`src/rtl/fifo_rd_stream.sv`:
```
// Read-side drain engine for the asynchronous FIFO. Lives entirely in the read
// clock domain: pops words from the FIFO, holds them in a 2-entry skid buffer and
// presents them as a valid/ready stream framed into PKT_LEN-word packets.
// Enable/drain control guarantees packets are never truncated on the output side.
module fifo_rd_stream #(
  parameter int unsigned DSIZE   = 8,
  parameter int unsigned PKT_LEN = 16,
  parameter int unsigned CNT_W   = 16,
  parameter int unsigned GAP_MAX = 64
) (
  input  logic             rclk,
  input  logic             rrst,
  input  logic             en,
  input  logic             rempty,
  input  logic [DSIZE-1:0] rdata,
  output logic             rinc,
  output logic [DSIZE-1:0] m_data,
  output logic             m_valid,
  input  logic             m_ready,
  output logic             m_last,
  output logic             busy,
  output logic [CNT_W-1:0] pkt_cnt,
  output logic             gap_err
);

  localparam int unsigned IdxW = $clog2(PKT_LEN);
  localparam int unsigned GapW = $clog2(GAP_MAX + 1);

  localparam logic [IdxW-1:0] IdxLast  = IdxW'(PKT_LEN - 1);
  localparam logic [GapW-1:0] GapLimit = GapW'(GAP_MAX);

  typedef enum logic [1:0] {
    StIdle,
    StRun,
    StDrain
  } state_e;

  state_e           state_q, state_d;
  logic [1:0]       occ_q, occ_d;
  logic [DSIZE-1:0] buf0_q, buf0_d;   // head entry
  logic [DSIZE-1:0] buf1_q, buf1_d;   // second entry, only meaningful when occ_q == 2
  logic [IdxW-1:0]  rd_idx_q, rd_idx_d;
  logic [IdxW-1:0]  beat_idx_q, beat_idx_d;
  logic [GapW-1:0]  gap_cnt_q, gap_cnt_d;
  logic [CNT_W-1:0] pkt_cnt_q, pkt_cnt_d;
  logic             gap_err_q, gap_err_d;

  logic             pop;
  logic             valid;
  logic             accept;
  logic             last_beat;
  logic             drained;

  // Handshakes: pop depends only on registered state and rempty, never on m_ready.
  always_comb begin
    pop = 1'b0;
    if (!rrst && !rempty && (occ_q != 2'd2)) begin
      pop = (state_q == StRun) || ((state_q == StDrain) && (rd_idx_q != '0));
    end
    valid     = !rrst && (occ_q != 2'd0);
    last_beat = valid && (beat_idx_q == IdxLast);
    accept    = valid && m_ready;
  end

  // Skid buffer: head shifts out on accept, popped word lands at the tail.
  always_comb begin
    buf0_d = buf0_q;
    buf1_d = buf1_q;
    occ_d  = occ_q;
    case ({pop, accept})
      2'b10: begin
        occ_d = occ_q + 2'd1;
        if (occ_q == 2'd0) begin
          buf0_d = rdata;
        end else begin
          buf1_d = rdata;
        end
      end
      2'b01: begin
        occ_d  = occ_q - 2'd1;
        buf0_d = buf1_q;
      end
      // Both at once only happens with occ_q == 1: the new word replaces the head.
      2'b11: begin
        buf0_d = rdata;
      end
      default: ;
    endcase
  end

  // Packet position counters for the pop side and the stream side.
  always_comb begin
    rd_idx_d   = rd_idx_q;
    beat_idx_d = beat_idx_q;
    pkt_cnt_d  = pkt_cnt_q;
    if (pop) begin
      rd_idx_d = (rd_idx_q == IdxLast) ? '0 : rd_idx_q + IdxW'(1);
    end
    if (accept) begin
      beat_idx_d = (beat_idx_q == IdxLast) ? '0 : beat_idx_q + IdxW'(1);
      if (last_beat) begin
        pkt_cnt_d = pkt_cnt_q + CNT_W'(1);
      end
    end
  end

  // Mid-packet starvation detector; backpressure never counts as a gap.
  always_comb begin
    gap_cnt_d = gap_cnt_q;
    if (valid || (beat_idx_q == '0)) begin
      gap_cnt_d = '0;
    end else if (gap_cnt_q != GapLimit) begin
      gap_cnt_d = gap_cnt_q + GapW'(1);
    end
    gap_err_d = gap_err_q || (gap_cnt_d == GapLimit);
  end

  // Run/drain control. Idle is judged on the post-edge counters so the engine
  // drops busy right after the final beat of a packet is accepted.
  always_comb begin
    state_d = state_q;
    drained = (rd_idx_d == '0) && (beat_idx_d == '0) && (occ_d == 2'd0);
    case (state_q)
      StIdle: begin
        if (en) begin
          state_d = StRun;
        end
      end
      StRun: begin
        if (!en) begin
          state_d = drained ? StIdle : StDrain;
        end
      end
      StDrain: begin
        if (en) begin
          state_d = StRun;
        end else if (drained) begin
          state_d = StIdle;
        end
      end
      default: state_d = StIdle;
    endcase
  end

  // State registers with synchronous reset; buffered words are discarded.
  always_ff @(posedge rclk) begin
    if (rrst) begin
      state_q    <= StIdle;
      occ_q      <= 2'd0;
      buf0_q     <= '0;
      buf1_q     <= '0;
      rd_idx_q   <= '0;
      beat_idx_q <= '0;
      gap_cnt_q  <= '0;
      pkt_cnt_q  <= '0;
      gap_err_q  <= 1'b0;
    end else begin
      state_q    <= state_d;
      occ_q      <= occ_d;
      buf0_q     <= buf0_d;
      buf1_q     <= buf1_d;
      rd_idx_q   <= rd_idx_d;
      beat_idx_q <= beat_idx_d;
      gap_cnt_q  <= gap_cnt_d;
      pkt_cnt_q  <= pkt_cnt_d;
      gap_err_q  <= gap_err_d;
    end
  end

  // Outputs are forced quiet while reset is asserted.
  always_comb begin
    rinc    = pop;
    m_valid = valid;
    m_last  = last_beat;
    m_data  = rrst ? '0 : buf0_q;
    busy    = !rrst && (state_q != StIdle);
    pkt_cnt = pkt_cnt_q;
    gap_err = gap_err_q;
  end

endmodule
```
`config.mk`:
```
export PLATFORM = sky130hd
export DESIGN_NAME = fifo_rd_stream
export DESIGN_NICKNAME = d
export VERILOG_FILES = /design/src/rtl/fifo_rd_stream.sv
export SDC_FILE = /design/constraint.sdc
export NUM_CORES = 1
export LEC_CHECK = 0
export CAP_MARGIN = 20
export CORE_MARGIN = 1
export CORE_UTILIZATION = 50
export DETAILED_ROUTE_END_ITERATION = 16
export GPL_ROUTABILITY_DRIVEN = 1
export PLACE_DENSITY_LB_ADDON = 0.25
export SYNTH_ARGS = -nofsm -noshare
export SYNTH_HDL_FRONTEND = slang
export SYNTH_SLANG_ARGS = --single-unit
```
`constraint.sdc`:
```
create_clock -name rclk -period 3.7 [get_ports rclk]
set_clock_uncertainty 0.05 [all_clocks]
set_input_delay 0.74 -clock rclk [delete_from_list [all_inputs] [get_ports rclk]]
set_output_delay 0.74 -clock rclk [all_outputs]
set_load 0.005 [all_outputs]
```
# == After elaboration in Yosys (flattened, before gate mapping) ==
# Index checks and enable logic that the tools add are counted.
# totals
out_inout_bits,29
latchBits,0
n_memories,0
elab_cells,75
in_bits,13
regBits,52
mem_bits_rw,0
rom_bits,0
# op_classes
n_mul,0
n_lt_le_gt_ge,0
add_sub_neg,6
reduce_logical,28
mux,17
div_mod_pow,0
eq_ne,14
shifts,0
bitwise_logic,1
# ops
operator,count
$pmux W8 S3,1
$add A16 B1 Y16 const B,1
$mux W4,4
$mux W8,2
$mux W7,2
$logic_not A4 Y1,3
$mux W2,5
$logic_and A1 B1 Y1,9
$add A4 B1 Y4 const B,2
$eq A4 B4 Y1 const B,2
$ne A2 B2 Y1 const B,4
$add A7 B1 Y7 const B,1
$eq A7 B7 Y1 const B,1
$ne A7 B7 Y1 const B,1
$eq A2 B2 Y1 const B,3
$logic_not A2 Y1,3
$pmux W2 S3,1
$reduce_and A2 Y1,3
$eq A2 B1 Y1 const B,2
$pmux W2 S2,1
$reduce_bool A2 Y1,2
$reduce_bool A4 Y1,1
$logic_or A1 B1 Y1,3
$ne A3 B3 Y1 const B,1
other kinds (7),8

# == Longest topological paths before layout ==
# depth
depth_word,11
depth_mapped,12
depth_no_buf,10

# == Least setup slack after synthesis ==
# OpenSTA, ideal clock, no wires.
# synth_timing
path_type,in2reg
startpoint,input rrst
endpoint,register state_q[1]
setup_time_ps,125
arrival_ps,2613
setup_slack_ps,912
n_path_buf,1
cell_stages,10
t_required_ps,3525
cell_sequence,a2111oi_2 -> a21boi_2 -> inv_1 -> ha_1 -> clkbuf_1 -> nand3b_1 -> o21ai_0 -> o21ai_0 -> nor3_1 -> a31oi_1
# synth_between
elab_chain_len,11
word_cells_on_any_way,21
cone_classes,eq/ne (3); mux (7); reduce/logical (11)
# synth_rtl
item,line_no,text
"start, declared",12,"input logic rrst,"
$logic_not A1 Y1 *,57,if (!rrst && !rempty && (occ_q != 2'd2)) begin
$logic_and A1 B1 Y1 * (2 in series),57,
$mux W1 *,57,
named net rinc,16,"output logic rinc,"
$eq A2 B1 Y1 (tied with other cells),70,"case ({pop, accept})"
$pmux W2 S2 or $logic_not A4 Y1 (tied branches),"70, 122",
$logic_not A2 Y1 or $logic_and A1 B1 Y1 (tied branches),122,drained = (rd_idx_d == '0) && (beat_idx_d == '0) && (occ_d == 2'd0);
$logic_and A1 B1 Y1 *,122,
$mux W2,131,state_d = drained ? StIdle : StDrain;
$mux W2,130,if (!en) begin
$pmux W2 S3,123,case (state_q)
"end signal, assigned",148,state_q <= StIdle;
"end signal, assigned",158,state_q <= state_d;
"end, declared",38,"state_e state_q, state_d;"
# The timed path passes the listed nets; every way through them passes the cells marked *. The select of a mux whose other input is x is not followed.
# A chain may end at the register's enable or synchronous reset.

# == Worst setup path after layout ==
# layout_timing
startpoint,input rempty
endpoint,output rinc
# layout_between
elab_chain_len,4
# layout_rtl
item,line_no,text
"start, declared",14,"input logic rempty,"
$logic_not A1 Y1,57,
$logic_and A1 B1 Y1 (2 in series),57,
$mux W1,57,
"end, declared",16,
# No other way between the ends.

==> flow_metrics.env <==
export IMPL_max_freq_mhz=306
export IMPL_cpPeakStageDelay_ns=0.58
export IMPL_drive_above_1_share_pct=6.33
export IMPL_port_buffers=41
export IMPL_crit_path_start_kind="input port"
export IMPL_final_antenna_net_count=0
export IMPL_peakVddDrop_mv=0.172
export IMPL_ys_warn_count=0
export IMPL_grt_usage_pct=19.0
export IMPL_clk_pin_slew_ns=0.09
export IMPL_synth_fa_ha_area_share_pct=4.84
export IMPL_yosys_area_share_simple_pct=23.1
export IMPL_finalSetupTns_ns=0
export IMPL_diodes=0
export IMPL_via_count=2108
export IMPL_drc=0
export IMPL_overflow=0
export IMPL_cts_max_path_buffers=2
export IMPL_hold_viol_final=0
export IMPL_synth_nets=318
export IMPL_status="complete, no violations"
export IMPL_static_leakage_power_nw=1.10
export IMPL_power_frac_seq_pct=56.7
export IMPL_worstMarginPinSlew_ns=0.940
export IMPL_critPathBufInv=2
export IMPL_postCtsSetupBuffers=0
export IMPL_slew_viol_final=0
export IMPL_period_share_pct=88.2
export IMPL_synth_area_top_cells="dfxtp_1 40%, mux2i_1 7.4%, nor2_1 7.0%"
export IMPL_place_congestion=0.838
export IMPL_fin_ws_ns=0.436
export IMPL_syn_area_um2=2590
export IMPL_start_util_pct=53.4
export IMPL_crit_family="buffers and inverters"
export IMPL_h_tree_depth=2
export IMPL_rsz0062_at_grt="no"
export IMPL_ctsResizeCount=0
export IMPL_ff_latch_area_um2=1040
export IMPL_multiInputGateArea_um2=1420
export IMPL_crit_top_cell="clkdlybuf4s50_1"
export IMPL_cp_data_required_time_ns=2.91
export IMPL_dp_hpwl_mm=3.51
export IMPL_grt_pass1_wl_mm=8.10
export IMPL_maxCapViolations=0
export IMPL_yosysTopAreaCell="dfxtp_1"
export IMPL_synth_mux_area_share_pct=7.79
export IMPL_clock_latency_ns=0.30
export IMPL_ios=42
export IMPL_crit_fanout=7
export IMPL_drt_total_wl_mm=4.87
export IMPL_power_density_nw_per_um2=318
export IMPL_drtIter0Drc=81
export IMPL_setup_violations=0
export IMPL_p_sw_share_pct=21.0
export IMPL_synth_async_reset_ratio_pct=0
export IMPL_std_cell_rows=25
export IMPL_nets=354
export IMPL_end_kind="output port"
export IMPL_die_w_um=73.9
export IMPL_wl_per_cell_um=12.2
export IMPL_dpl_worst_slack_ns=0.264
export IMPL_avgSynthCellArea_um2=8.77
export IMPL_path_cells="clkdlybuf4s50_1 -> a2111oi_2 -> a21boi_2 -> clkdlybuf4s50_1"
export IMPL_layout_min_cycle_time_ns=3.26
export IMPL_synth_top_family_by_area="simple AND/OR/NAND/NOR gates"
export IMPL_clkPwrFrac_pct=38.4
export IMPL_hold_path_class="reg2reg"
export IMPL_drt_vias_per_instance=5.28
export IMPL_synth_compound_gate_area_share_pct=11.8
export IMPL_die_h_um=73.9
export IMPL_ys_types=47
export IMPL_p_comb_share_pct=4.9
export IMPL_synth_edf_count=0
export IMPL_ys_ff_latch=52
export IMPL_dieArea_um2=5470
export IMPL_synth_top_flop_cell="dfxtp_1"
export IMPL_cpMaxStageDelayCell="clkdlybuf4s50_1"
export IMPL_antenna_found_initial=0
export IMPL_cts_root_buf="clkbuf_8"
export IMPL_hold_buffers=0
export IMPL_first_pass_iters=4
export IMPL_synth_top_cell_area_share_pct=40.2
export IMPL_switchingPower_uw=209
export IMPL_cts_tree="done"
export IMPL_cts_sinks=52
export IMPL_cts_buffers=5
export IMPL_p_int_uw=788
export IMPL_synthToLayoutAreaGrowth_pct=21.1
export IMPL_path_class="in2out"
export IMPL_synth_xor_area_share_pct=7.45
export IMPL_synth_cells=295
export IMPL_crit_arrival_ns=2.47
export IMPL_core_area_um2=4850
export IMPL_grt_max_degree=56
export IMPL_n_fill_cell=412
export IMPL_ys_top_cells_by_count="52 x dfxtp_1, 48 x nor2_1, 19 x mux2i_1"
export IMPL_ys_seq_area_share_pct=40.2
export IMPL_grt_pass1_vias=1814
export IMPL_slew_limit_headroom_pct=37.2
export IMPL_synth_most_common_cell="dfxtp_1"
placed cells by master (no fill, tap or decap), drive strengths merged, types with 2 or more instances in the layout:
cell,count
nor4,2
nand2b,2
or4,3
clkdlybuf4s50,40
or3,6
buf,3
a21oi,11
a211oi,10
nor2,50
nand4,4
nand2,15
nor3,4
mux2i,19
dfxtp,52
xnor2,11
clkbuf,6
a31oi,3
o21ai,11
and4,2
ha,10
inv,16
xor2,11
nand3,11
nor2b,14
worst register-to-register path: stages, from the launching register on:
cell	delay, ns
dfxtp_1	0.54
inv_2	0.07
a2111oi_2	0.39
a21boi_2	0.42
inv_1	0.12
ha_1	0.21
nor2b_1	0.72
nor2_1	0.08
a211oi_1	0.25
kinds of logic (layout without fill, tap and decap cells):
family,Yosys count,in the layout
buffers and inverters,30,67
muxes,20,20
AOI/OAI and AO/OA,44,44
xor gates and xnor gates,22,22
DFF,52,52
adders and majority gates,10,10
and+or+nand+nor,117,117
power groups by stage:
stage	registers, mW	clock network, mW	logic, mW
2_1_floorplan	0.577	0	0.0271
3_3_place_gp	0.578	0	0.0479
3_5_place_dp	0.579	0	0.0485
4_1_cts	0.565	0.393	0.0487
5_1_grt	0.566	0.418	0.0526
6_report	0.565	0.383	0.0484
registers in the layout, indices dropped and copies added, names as in the netlist:
signal / count
gap_cnt_q: 7
buf1_q: 8
state_q: 2
rd_idx_q: 4
gap_err: 1
buf0_q: 8
pkt_cnt: 16
beat_idx_q: 4
occ_q: 2
worst paths after layout:
kind                            startpoint        end  slack, ns  depth (start not counted)
worst max-delay path                rempty       rinc       0.44                          4
worst max register to register    occ_q[0]  buf0_q[4]       0.76                          8
worst min-delay path               gap_err    gap_err       0.42                          2
worst min register to register     gap_err    gap_err       0.42                          2
cell type report:
cell class / instances / area share, %
Tap cell: 67 / 2.67
Sequential cell: 52 / 33.2
Timing Repair Buffer: 43 / 13.4
Multi-Input combinational cell: 213 / 45.3
Inverter: 16 / 1.92
Clock buffer: 6 / 2.32
Clock inverter: 2 / 1.12
routing by layer:
metal	wire length, um	vias to the layer above	GRT usage, %
met5	0	-	0
met4	57	0	6.41
met3	161	7	4.61
met2	2250	33	29.9
met1	2400	987	25.7
li1	-	1081	-
per-stage QoR:
| step | hold slack [ns] | std cells | power (mW) | area, um2 | utilization (%) |
|---|---|---|---|---|---|
| after global routing | 0.440 | 399 | 1.04 | 3130 | 64.6 |
| after CTS | 0.422 | 399 | 1.01 | 3130 | 64.6 |
| final | 0.416 | 399 | 0.997 | 3130 | 64.6 |
| after detailed placement | 0.407 | 391 | 0.627 | 3030 | 62.4 |
| after floorplan | 0.398 | 295 | 0.604 | 2590 | - |
| after global placement | 0.394 | 391 | 0.626 | 3030 | 62.4 |
Power figures use the tool's default switching activity.
